===== config.mk =====
export PLATFORM = sky130hd
export DESIGN_NAME = mem_access_unit
export DESIGN_NICKNAME = d
export VERILOG_FILES = /design/src/rtl/mem_access_unit.sv
export SDC_FILE = /design/constraint.sdc
export NUM_CORES = 1
export LEC_CHECK = 0
export CORE_ASPECT_RATIO = 1.75
export CORE_MARGIN = 10
export CORE_UTILIZATION = 46
export CTS_BUF_LIST = sky130_fd_sc_hd__clkbuf_8 sky130_fd_sc_hd__clkbuf_16
export DETAILED_ROUTE_END_ITERATION = 10
export GPL_TIMING_DRIVEN = 0
export HOLD_SLACK_MARGIN = 0.03
export PLACE_DENSITY = 0.87
export REMOVE_ABC_BUFFERS = 1
export SLEW_MARGIN = 0
export SYNTH_ARGS = -nofsm -noshare
export SYNTH_HDL_FRONTEND = slang
export SYNTH_SLANG_ARGS = --single-unit

===== constraint.sdc =====
create_clock -name clk -period 3.5 [get_ports clk]
set_input_delay 0.875 -clock clk [delete_from_list [all_inputs] [get_ports clk]]
set_output_delay 0.875 -clock clk [all_outputs]
set_load 0.005 [all_outputs]

===== src/rtl/mem_access_unit.sv =====
// MEM-stage access unit: turns EX/MEM memory ops into req/ack transactions and registers results toward MEM/WB.
// Optional REQ-cycle timeout abort is enabled by defining MEM_TIMEOUT_EN.
module mem_access_unit #(
  parameter int DW  = 32,
  parameter int WNW = 5
`ifdef MEM_TIMEOUT_EN
  , parameter int TIMEOUT = 16
`endif
) (
  input  logic           clk,
  input  logic           rst,
  input  logic [1:0]     WB_in,
  input  logic [1:0]     MEM_in,
  input  logic [DW-1:0]  alu_in,
  input  logic [DW-1:0]  RD2_in,
  input  logic [WNW-1:0] WN_in,
  output logic           mem_req,
  output logic           mem_we,
  output logic [DW-1:0]  mem_addr,
  output logic [DW-1:0]  mem_wdata,
  input  logic           mem_ack,
  input  logic [DW-1:0]  mem_rdata,
  output logic           stall,
  output logic           misalign,
  output logic [1:0]     WB_out,
  output logic [DW-1:0]  rd_data_out,
  output logic [DW-1:0]  alu_out,
  output logic [WNW-1:0] WN_out,
`ifdef MEM_TIMEOUT_EN
  output logic           timeout,
`endif
  output logic           valid_out
);

  typedef enum logic {IDLE = 1'b0, REQ = 1'b1} state_t;

  state_t         state_q;
  logic           mem_req_q, mem_we_q, misalign_q, valid_q;
  logic [DW-1:0]  mem_addr_q, mem_wdata_q, rd_data_q, alu_out_q;
  logic [1:0]     wb_out_q, wb_lat_q;
  logic [WNW-1:0] wn_out_q, wn_lat_q;

  logic is_mem, is_wr, is_mis, stall_d;

  assign is_mem = |MEM_in;
  assign is_wr  = MEM_in[1];  // 2'b11 resolves to a write
  assign is_mis = is_mem && (alu_in[1:0] != 2'b00);

`ifdef MEM_TIMEOUT_EN
  localparam int CW = $clog2(TIMEOUT + 1);
  logic [CW-1:0] cnt_q;
  logic          timeout_q;
  logic          tmo_hit;
  assign tmo_hit = (cnt_q == CW'(TIMEOUT - 1));
  assign timeout = timeout_q;
`endif

  always_comb begin
    stall_d = 1'b0;
    case (state_q)
      IDLE: stall_d = is_mem && !is_mis;
`ifdef MEM_TIMEOUT_EN
      REQ:  stall_d = !mem_ack && !tmo_hit;
`else
      REQ:  stall_d = !mem_ack;
`endif
      default: stall_d = 1'b0;
    endcase
  end

  always_ff @(posedge clk or negedge rst) begin
    if (!rst) begin
      state_q     <= IDLE;
      mem_req_q   <= 1'b0;
      mem_we_q    <= 1'b0;
      misalign_q  <= 1'b0;
      valid_q     <= 1'b0;
      mem_addr_q  <= '0;
      mem_wdata_q <= '0;
      rd_data_q   <= '0;
      alu_out_q   <= '0;
      wb_out_q    <= 2'b00;
      wb_lat_q    <= 2'b00;
      wn_out_q    <= '0;
      wn_lat_q    <= '0;
`ifdef MEM_TIMEOUT_EN
      cnt_q       <= '0;
      timeout_q   <= 1'b0;
`endif
    end else begin
      misalign_q <= 1'b0;
`ifdef MEM_TIMEOUT_EN
      timeout_q  <= 1'b0;
`endif
      case (state_q)
        IDLE: begin
          if (is_mem && !is_mis) begin
            state_q     <= REQ;
            mem_req_q   <= 1'b1;
            mem_we_q    <= is_wr;
            mem_addr_q  <= {alu_in[DW-1:2], 2'b00};
            mem_wdata_q <= RD2_in;
            wb_lat_q    <= WB_in;
            wn_lat_q    <= WN_in;
            wb_out_q    <= 2'b00;
            valid_q     <= 1'b0;
`ifdef MEM_TIMEOUT_EN
            cnt_q       <= '0;
`endif
          end else begin
            // Misaligned ops flow through as a squashed (no write-back) instruction.
            wb_out_q   <= is_mis ? 2'b00 : WB_in;
            alu_out_q  <= alu_in;
            wn_out_q   <= WN_in;
            rd_data_q  <= '0;
            valid_q    <= 1'b1;
            misalign_q <= is_mis;
          end
        end
        REQ: begin
          if (mem_ack) begin
            state_q   <= IDLE;
            mem_req_q <= 1'b0;
            wb_out_q  <= wb_lat_q;
            alu_out_q <= mem_addr_q;
            wn_out_q  <= wn_lat_q;
            rd_data_q <= mem_we_q ? '0 : mem_rdata;
            valid_q   <= 1'b1;
          end
`ifdef MEM_TIMEOUT_EN
          else if (tmo_hit) begin
            state_q   <= IDLE;
            mem_req_q <= 1'b0;
            wb_out_q  <= 2'b00;
            alu_out_q <= mem_addr_q;
            wn_out_q  <= wn_lat_q;
            rd_data_q <= '0;
            valid_q   <= 1'b1;
            timeout_q <= 1'b1;
          end
`endif
          else begin
            wb_out_q <= 2'b00;
            valid_q  <= 1'b0;
`ifdef MEM_TIMEOUT_EN
            cnt_q    <= cnt_q + 1'b1;
`endif
          end
        end
        default: state_q <= IDLE;
      endcase
    end
  end

  assign stall       = stall_d;
  assign mem_req     = mem_req_q;
  assign mem_we      = mem_we_q;
  assign mem_addr    = mem_addr_q;
  assign mem_wdata   = mem_wdata_q;
  assign misalign    = misalign_q;
  assign WB_out      = wb_out_q;
  assign rd_data_out = rd_data_q;
  assign alu_out     = alu_out_q;
  assign WN_out      = wn_out_q;
  assign valid_out   = valid_q;

endmodule


==> impl_metrics.env, run 1 <==
export IMPL_mappedNetlistArea_um2=5893
export IMPL_max_freq_mhz=303.8
export IMPL_internal_power_w=0.003874
export IMPL_fillers=852
export IMPL_post_synthesis_cell_type_count=26
export IMPL_place_area_um2=8464
export IMPL_die_width_um=105.6
export IMPL_drt_vias_per_instance=5.423
export IMPL_hold_fix_buffer_count_after_cts=0
export IMPL_grt_first_pass_wirelength_um=28520
export IMPL_clock_power_share_pct=33.3
export IMPL_fp_dieH_um=169.7
export IMPL_maxCapViolCount=0
export IMPL_clk_insertion_delay_late_ns=0.41
export IMPL_synth_seq_cells=145
export IMPL_antenna_found_initial=2
export IMPL_placementRows=54
export IMPL_cp_endpoint="stall"
export IMPL_timing_final_hold_violations=0
export IMPL_timing_max_transition_violations_final=0
export IMPL_status="finished, final reports clean"
export IMPL_clock_sinks=145
export IMPL_crit_chain="clkdlybuf4s50_1, or2_1, o21ai_4, clkdlybuf4s50_1"
export IMPL_slowest_stage="clkdlybuf4s50_1"
export IMPL_buffer_ports_inserted=245
export IMPL_finalCoreUtilization_pct=72.71
export IMPL_seqPwrFrac_pct=41.5
export IMPL_ff_latch_area_um2=3628
export IMPL_cp_common_cell="clkdlybuf4s50_1"
export IMPL_vias=4501
export IMPL_crit_path_start="alu_in[1]"
export IMPL_global_route_usage_total_pct=20.17
export IMPL_end_kind="output pin"
export IMPL_max_slew_margin_pct=44.28
export IMPL_fp_coreArea_um2=12500
export IMPL_final_clock_skew_ns=0.006836
export IMPL_share_of_post_route_cells_with_drive_strength_above_1_pct=17.12
export IMPL_drt_pass1_iter_count=4
export IMPL_critPathRequiredTime_ns=2.62
export IMPL_cts_tree="built"
export IMPL_fin_area_um2=9089
export IMPL_place_detailed_instances=794
export IMPL_place_congestion=0.7901
export IMPL_detail_route_drc_violations=0
export IMPL_nets=756
export IMPL_h_tree_levels=4
export IMPL_critical_path_class="in2out"
export IMPL_timing_final_crit_period_ns=3.292
export IMPL_power_switching_w=0.001376
export IMPL_worstPathMaxFanout=5
export IMPL_switching_share_pct=26.21
export IMPL_worstReg2RegEnd="alu_out[19]$_DFFE_PN0P_"
export IMPL_share_of_the_yosys_chip_area_belonging_to_registers_pct=61.57
export IMPL_initial_core_util_pct=47.15
export IMPL_cts_root_buffer_cell="clkbuf_16"
export IMPL_ctsLongestPathBuffers=2
export IMPL_drt_wl_total_um=18320
export IMPL_die_area_um2=17920
export IMPL_leakage_nw=3.880
export IMPL_synthesis_yosys_warnings=0
export IMPL_r2r_slack_ns=1.51
export IMPL_multiInputGateArea_um2=2051
export IMPL_fin_ws_ns=0.2081
export IMPL_rsz0062_at_grt="no"
export IMPL_grt_pass1_vias=4987
export IMPL_critPathMaxStageDelay_ns=0.55
export IMPL_power_density_nw_per_um2=577.7
export IMPL_final_hpwl_dp_um=13220
export IMPL_wl_per_cell_um=22.07
export IMPL_setup_violations=0
export IMPL_grt_remaining_overflow=0
export IMPL_layoutNonFillerInstCount=830
export IMPL_worst_r2r_path_depth=3
export IMPL_numCtsBuffers=17
export IMPL_pin_count_of_the_biggest_net_entering_global_routing=107
export IMPL_irDropWorstVdd_mv=0.3332
export IMPL_fin_crit_sh_pct=94.05
export IMPL_antenna_violating_nets_post_route=0
export IMPL_comb_power_share_pct=25.3
export IMPL_dpl_worst_slack_ns=-0.8785
export IMPL_r2r_start="state_q$_DFF_PN0_"
export IMPL_syn_instance_count=406
export IMPL_area_growth_pct=54.23
export IMPL_cp_depth=4
export IMPL_worst_hold_path_type="in2async"
export IMPL_detailedRoute_firstIterationViolations=199
export IMPL_worst_path_buf_inv=2
export IMPL_startpoint_type="input port"
export IMPL_clk_transition_reported_paths_ns=0.06
export IMPL_ioPinCount=248
export IMPL_syn_area_per_cell_um2=14.52
export IMPL_critical_path_top_delay_family="buffers and inverters"
export IMPL_crit_arrival_ns=2.42
export IMPL_worst_slew_pin_transition_ns=0.8359
export IMPL_timing_setup_tns_ns=0
==> cells by family after synthesis <==
logic type	Yosys count	share of synthesized area, %
AOI/OAI and AO/OA	75	11.78
buffers and inverters	34	4.034
DFF	145	61.57
muxes	105	19.32
other	1	0.06363
and+or+nand+nor	46	3.227
==> synthesized netlist by cell type, drive strengths merged <==
cell type	instances	share of area, %
nand2b	1	0.11
a22o	34	5.1
mux2	70	13
o21ai	3	0.32
or2	1	0.11
dfrtp	145	62
inv	2	0.13
nand3	2	0.17
a21o	1	0.13
nand2	3	0.19
mux2i	35	5.9
conb	1	0.064
clkbuf	6	0.38
o21a	1	0.13
buf	26	3.5
nor2b	1	0.11
o21bai	1	0.19
nor2	38	2.5
a221o	35	5.9
==> cell type report <==
| cell class | count | area share [%] |
|---|---|---|
| antenna | 2 | 0.05507 |
| timing repair buffer | 253 | 28.81 |
| sequential | 145 | 39.92 |
| tap | 168 | 2.313 |
| clock inverter | 14 | 1.569 |
| inverter | 2 | 0.08260 |
| multi-input combinational | 229 | 22.56 |
| clock buffer | 17 | 4.681 |
==> layout by cell type, fill, tap and decap left out, drive strengths merged <==
master	n
a21o	1
a221o	35
a22o	34
buf	10
bufinv	2
clkbuf	17
clkdlybuf4s50	243
clkinv	4
clkinvlp	5
conb	2
dfrtp	145
diode	2
inv	5
mux2	70
mux2i	35
nand2	3
nand2b	1
nand3	2
nor2	38
nor2b	1
o21a	1
o21ai	4
o21bai	1
or2	1
==> per-stage QoR <==
stage          hold slack (ns)  power, W
6_report                0.3684  0.005251
3_5_place_dp            0.4781  0.003528
3_3_place_gp            0.4629  0.003454
4_1_cts                 0.3669  0.005297
2_1_floorplan           0.4588  0.002599
5_1_grt                 0.3752  0.005477
==> worst min-delay path by stage <==
stage | startpoint | end | slack (ns) | depth (start not counted)
final | rst | mem_wdata[30]$_DFFE_PN0P_ | 0.37 | 1
after global routing | rst | mem_wdata[30]$_DFFE_PN0P_ | 0.38 | 1
after CTS | rst | mem_wdata[29]$_DFFE_PN0P_ | 0.37 | 1
after detailed placement | wb_lat_q[0]$_DFFE_PN0P_ | wb_lat_q[0]$_DFFE_PN0P_ | 0.48 | 1
after global placement | mem_req$_DFFE_PN0P_ | mem_req$_DFFE_PN0P_ | 0.46 | 1
after floorplan | wb_lat_q[0]$_DFFE_PN0P_ | wb_lat_q[0]$_DFFE_PN0P_ | 0.46 | 1
==> power groups by stage <==
stage	logic, W	clock network (W)	registers [W]
2_1_floorplan	0.000405	0	0.00219
3_3_place_gp	0.00128	0	0.00217
3_5_place_dp	0.00133	0	0.00220
4_1_cts	0.00135	0.00177	0.00218
5_1_grt	0.00141	0.00185	0.00222
6_report	0.00133	0.00175	0.00218
==> flip-flops by register name, summed over array words and instances, names as in the netlist <==
register,cells
alu_out,32
WB_out,2
mem_we,1
WN_out,5
mem_addr,30
state_q,1
wn_lat_q,5
wb_lat_q,2
mem_wdata,32
rd_data_out,32
mem_req,1
misalign,1
valid_out,1
==> repair_timing <==
action / CTS / global route
buffers inserted: 1 / 0
gates resized for setup: 1 / 0
setup endpoints to repair: 1 / 0
==> metal layers <==
| layer | part of all wire [%] | up-vias | routed length [um] | GRT usage, % |
|---|---|---|---|---|
| met1 | 35 | 2283 | 6425 | 20.88 |
| li1 | - | 1996 | - | - |
| met4 | 2.7 | 0 | 493 | 9.166 |
| met5 | 0 | - | 0 | 0 |
| met2 | 56 | 192 | 10170 | 36.00 |
| met3 | 6.7 | 30 | 1229 | 6.654 |
Note: power is estimated with default switching activity, not from simulation.
==> run 2, diff against run 1 <==
--- a/config.mk
+++ b/config.mk
@@ -7,12 +7,12 @@
 export LEC_CHECK = 0
 export CORE_ASPECT_RATIO = 1.75
 export CORE_MARGIN = 10
-export CORE_UTILIZATION = 46
-export CTS_BUF_LIST = sky130_fd_sc_hd__clkbuf_8 sky130_fd_sc_hd__clkbuf_16
+export CORE_UTILIZATION = 47
+export CTS_BUF_LIST = sky130_fd_sc_hd__clkbuf_4 sky130_fd_sc_hd__clkbuf_8
 export DETAILED_ROUTE_END_ITERATION = 10
 export GPL_TIMING_DRIVEN = 0
 export HOLD_SLACK_MARGIN = 0.03
-export PLACE_DENSITY = 0.87
+export PLACE_DENSITY = 0.88
 export REMOVE_ABC_BUFFERS = 1
 export SLEW_MARGIN = 0
 export SYNTH_ARGS = -nofsm -noshare
==> impl_metrics.env, run 2 (synthesis gave the netlist of run 1 again) <==
export IMPL_end_kind="output pin"
export IMPL_timing_final_hold_violations=0
export IMPL_worst_r2r_path_depth=5
export IMPL_place_congestion=0.7717
export IMPL_grt_pass1_vias=5021
export IMPL_clk_insertion_delay_late_ns=0.43
export IMPL_startpoint_type="input port"
export IMPL_cts_tree="built"
export IMPL_drt_vias_per_instance=5.420
export IMPL_drt_wl_total_um=18540
export IMPL_max_freq_mhz=304.2
export IMPL_cts_root_buffer_cell="clkbuf_8"
export IMPL_timing_max_transition_violations_final=0
export IMPL_fillers=843
export IMPL_global_route_usage_total_pct=20.77
export IMPL_fp_dieH_um=168.1
export IMPL_leakage_nw=3.842
export IMPL_finalCoreUtilization_pct=72.69
export IMPL_h_tree_levels=4
export IMPL_worst_hold_path_type="in2async"
export IMPL_initial_core_util_pct=47.66
export IMPL_detail_route_drc_violations=0
export IMPL_grt_remaining_overflow=0
export IMPL_crit_arrival_ns=2.41
export IMPL_timing_setup_tns_ns=0
export IMPL_wl_per_cell_um=22.33
export IMPL_critical_path_class="in2out"
export IMPL_drt_pass1_iter_count=5
export IMPL_numCtsBuffers=17
export IMPL_ff_latch_area_um2=3628
export IMPL_fin_area_um2=8987
export IMPL_critPathRequiredTime_ns=2.62
export IMPL_mostFrequentLayoutCells="clkdlybuf4s50_1, dfrtp_1, mux2_2"
export IMPL_clock_sinks=145
export IMPL_power_density_nw_per_um2=566.0
export IMPL_rsz0062_at_grt="no"
export IMPL_worst_slew_pin_transition_ns=1.020
export IMPL_final_hpwl_dp_um=13600
export IMPL_clk_transition_reported_paths_ns=0.09
export IMPL_placementRows=54
export IMPL_ctsLongestPathBuffers=2
export IMPL_fp_coreArea_um2=12360
export IMPL_pin_count_of_the_biggest_net_entering_global_routing=81
export IMPL_grt_first_pass_wirelength_um=28640
export IMPL_r2r_slack_ns=0.85
export IMPL_die_area_um2=17590
export IMPL_layout_commonest_cell="clkdlybuf4s50_1"
export IMPL_worstPathMaxFanout=5
export IMPL_area_growth_pct=52.51
export IMPL_timing_final_crit_period_ns=3.288
export IMPL_antenna_violating_nets_post_route=0
export IMPL_setup_violations=0
export IMPL_detailedRoute_firstIterationViolations=188
export IMPL_r2r_start="state_q$_DFF_PN0_"
export IMPL_fin_crit_sh_pct=93.94
export IMPL_nets=755
export IMPL_total_power_w=0.005087
export IMPL_ioPinCount=248
export IMPL_multiInputGateArea_um2=2051
export IMPL_vias=4499
export IMPL_die_width_um=104.6
export IMPL_status="finished, final reports clean"
export IMPL_layoutNonFillerInstCount=830
export IMPL_worstReg2RegEnd="mem_addr[25]$_DFFE_PN0P_"
export IMPL_antenna_found_initial=3
export IMPL_hold_fix_buffer_count_after_cts=0
export IMPL_buffer_ports_inserted=245
export IMPL_place_area_um2=8443
export IMPL_place_detailed_instances=793
export IMPL_final_clock_skew_ns=0.01405
export IMPL_max_slew_margin_pct=31.84
export IMPL_irDropWorstVdd_mv=0.3369
export IMPL_share_of_post_route_cells_with_drive_strength_above_1_pct=17.27
export IMPL_maxCapViolCount=0
[run 2: changes by cell type in the layout (fill, tap and decap cells not counted), moves of 3 or more]
cell        before  now
clkbuf_16       17    0
bufinv_16        2    6
clkbuf_8         0   17
clkinv_2         3    0
clkinvlp_4       5    2
clkbuf_4         0    3
[run 2: timing repair]
action / in CTS / in global routing
gates resized for setup: 1 / 0
buffers inserted: 1 / 0
setup endpoints to repair: 1 / 0
[run 2: how the worst max path moves through the flow]
stage,from,endpoint,slack (ns)
final,alu_in[1],stall,0.21
after global routing,alu_in[1],stall,0.13
after CTS,alu_in[1],stall,0.20
after detailed placement,alu_in[1],stall,-0.83
after global placement,rst,mem_wdata[19]$_DFFE_PN0P_,-3.80
after floorplan,alu_in[1],mem_addr[10]$_DFFE_PN0P_,0.33
[run 2: per-stage QoR]
| stage | hold slack, ns | worst slack (ns) |
|---|---|---|
| floorplan | 0.4588 | 0.3290 |
| global placement | 0.4641 | -3.802 |
| detailed placement | 0.4819 | -0.8332 |
| CTS | 0.4231 | 0.1962 |
| global route | 0.4313 | 0.1280 |
| finish | 0.4167 | 0.2122 |
[run 2: power by group]
group          internal [W]  switching [W]  total [W]
clock              0.000952       0.000627    0.00158
sequential          0.00197       0.000206    0.00218
combinational      0.000857       0.000475    0.00133
total               0.00378        0.00131    0.00509
[run 2: cell type report]
cell class                 count  area share, %
antenna                        2        0.05569
clock buffer                  20          2.854
clock inverter                12          2.562
inverter                       2        0.08353
multi-input combinational    229          22.82
sequential                   145          40.37
tap                          168          2.339
timing repair buffer         252          28.92
[run 2: worst max-delay path: stages]
cell	delay, ns
clkdlybuf4s50_1	0.42
or2_1	0.36
o21ai_4	0.22
clkdlybuf4s50_1	0.53
[run 2: layer usage]
metal / wire, um / track usage (%)
met5: 13 / 0
met4: 781 / 11.45
met2: 10410 / 37.55
met1: 6166 / 19.95
met3: 1166 / 7.378
==> run 3, diff against run 2 <==
--- a/config.mk
+++ b/config.mk
@@ -10,7 +10,6 @@
 export CORE_UTILIZATION = 47
 export CTS_BUF_LIST = sky130_fd_sc_hd__clkbuf_4 sky130_fd_sc_hd__clkbuf_8
 export DETAILED_ROUTE_END_ITERATION = 10
-export GPL_TIMING_DRIVEN = 0
 export HOLD_SLACK_MARGIN = 0.03
 export PLACE_DENSITY = 0.88
 export REMOVE_ABC_BUFFERS = 1
==> impl_metrics.env, run 3 (synthesis gave the netlist of run 1 again) <==
export IMPL_fin_ws_ns=0.2397
export IMPL_layout_commonest_cell="clkdlybuf4s50_1"
export IMPL_critPathRequiredTime_ns=2.62
export IMPL_leakage_nw=3.813
export IMPL_fp_coreArea_um2=12360
export IMPL_h_tree_levels=4
export IMPL_power_density_nw_per_um2=559.5
export IMPL_timing_max_transition_violations_final=0
export IMPL_crit_arrival_ns=2.39
export IMPL_timing_setup_tns_ns=0
export IMPL_rsz0062_at_grt="no"
export IMPL_cts_tree="built"
export IMPL_worst_r2r_path_depth=5
export IMPL_mostFrequentLayoutCells="clkdlybuf4s50_1, dfrtp_1, mux2_2"
export IMPL_share_of_post_route_cells_with_drive_strength_above_1_pct=17.50
export IMPL_critPathMaxStageDelay_ns=0.55
export IMPL_numCtsBuffers=17
export IMPL_cp_common_cell="clkdlybuf4s50_1"
export IMPL_ff_latch_area_um2=3628
export IMPL_global_route_usage_total_pct=21.71
export IMPL_multiInputGateArea_um2=2033
export IMPL_setup_violations=0
export IMPL_r2r_start="state_q$_DFF_PN0_"
export IMPL_post_cts_repair_setup_buffers=0
export IMPL_whs_ns=0.5055
export IMPL_cts_root_buffer_cell="clkbuf_8"
export IMPL_drt_vias_per_instance=5.410
export IMPL_antenna_violating_nets_post_route=0
export IMPL_hp_start="mem_wdata[29]$_DFFE_PN0P_"
export IMPL_critical_path_class="in2out"
export IMPL_drt_wl_total_um=19240
export IMPL_antenna_found_initial=4
export IMPL_vias=4512
export IMPL_worst_path_buf_inv=2
export IMPL_pin_count_of_the_biggest_net_entering_global_routing=109
export IMPL_worstReg2RegEnd="mem_wdata[30]$_DFFE_PN0P_"
export IMPL_detailedRoute_firstIterationViolations=167
export IMPL_min_to="mem_wdata[29]$_DFFE_PN0P_"
export IMPL_worst_slew_pin_transition_ns=0.9694
export IMPL_r2r_slack_ns=1.53
export IMPL_wl_per_cell_um=23.06
export IMPL_buffer_ports_inserted=245
export IMPL_initial_core_util_pct=47.66
export IMPL_clk_insertion_delay_late_ns=0.43
export IMPL_fin_crit_sh_pct=93.15
export IMPL_crit_chain="clkdlybuf4s50_1, or2_1, o21ai_2, clkdlybuf4s50_1"
export IMPL_grt_remaining_overflow=0
export IMPL_fillers=848
export IMPL_nets=758
export IMPL_timing_final_crit_period_ns=3.260
export IMPL_max_freq_mhz=306.7
export IMPL_die_area_um2=17590
export IMPL_place_congestion=0.7803
export IMPL_slowest_stage="clkdlybuf4s50_1"
export IMPL_final_clock_skew_ns=0.01076
export IMPL_ioPinCount=248
export IMPL_max_slew_margin_pct=35.38
export IMPL_ctsLongestPathBuffers=2
export IMPL_cp_depth=4
export IMPL_timing_final_hold_violations=0
export IMPL_dpl_worst_slack_ns=0.2268
export IMPL_clk_transition_reported_paths_ns=0.09
export IMPL_die_width_um=104.6
export IMPL_end_kind="output pin"
export IMPL_postCtsResizedCells=0
export IMPL_maxCapViolCount=0
export IMPL_status="finished, final reports clean"
export IMPL_final_hpwl_dp_um=14220
export IMPL_worst_hold_path_type="reg2reg"
export IMPL_fp_dieH_um=168.1
export IMPL_grt_pass1_vias=5191
export IMPL_grt_first_pass_wirelength_um=30090
export IMPL_holdPathStages=1
export IMPL_worstPathMaxFanout=4
export IMPL_clock_sinks=145
export IMPL_hold_fix_buffer_count_after_cts=0
export IMPL_critical_path_top_delay_family="buffers and inverters"
export IMPL_irDropWorstVdd_mv=0.3304
export IMPL_drt_pass1_iter_count=6
export IMPL_area_growth_pct=51.08
export IMPL_detail_route_drc_violations=0
export IMPL_startpoint_type="input port"
export IMPL_placementRows=54
## run 3: through the flow
stage               util (%)  cell area (um2)  power (W)  instances
floorplan                  -             5667   0.002599        375
global placement       68.33             8448   0.003470        799
detailed placement     68.33             8448   0.003540        799
CTS                    71.95             8896   0.005027        831
global route           72.01             8904   0.005205        834
finish                 72.01             8904   0.004981        834
## run 3: per-layer routing
| layer | vias to the layer above | part of all wire (%) | track usage (%) |
|---|---|---|---|
| met5 | - | 0.068 | 0 |
| met4 | 2 | 4.4 | 13.19 |
| met3 | 43 | 5.9 | 6.651 |
| met2 | 169 | 56 | 38.73 |
| met1 | 2296 | 34 | 21.48 |
| li1 | 2002 | - | - |
## run 3: how the worst max path moves through the flow
stage / endpoint / from
after CTS: stall / alu_in[1]
after global routing: stall / alu_in[1]
final: stall / alu_in[1]
after detailed placement: stall / alu_in[1]
after floorplan: mem_addr[10]$_DFFE_PN0P_ / alu_in[1]
after global placement: stall / alu_in[1]
## run 3: cell type report
class,instances,area share (%)
Antenna cell,3,0.08432
Clock buffer,18,2.782
Clock inverter,14,2.248
Inverter,2,0.08432
Multi-Input combinational cell,228,22.84
Sequential cell,145,40.75
Tap cell,168,2.361
Timing Repair Buffer,256,28.85
## run 3: power by group
group          total, W  switching [W]  internal, W  leakage, nW
logic           0.00132       0.000471     0.000848         1.81
clock network   0.00148       0.000675     0.000806        0.217
registers       0.00218       0.000213      0.00197         1.79
total           0.00498        0.00136      0.00362         3.81
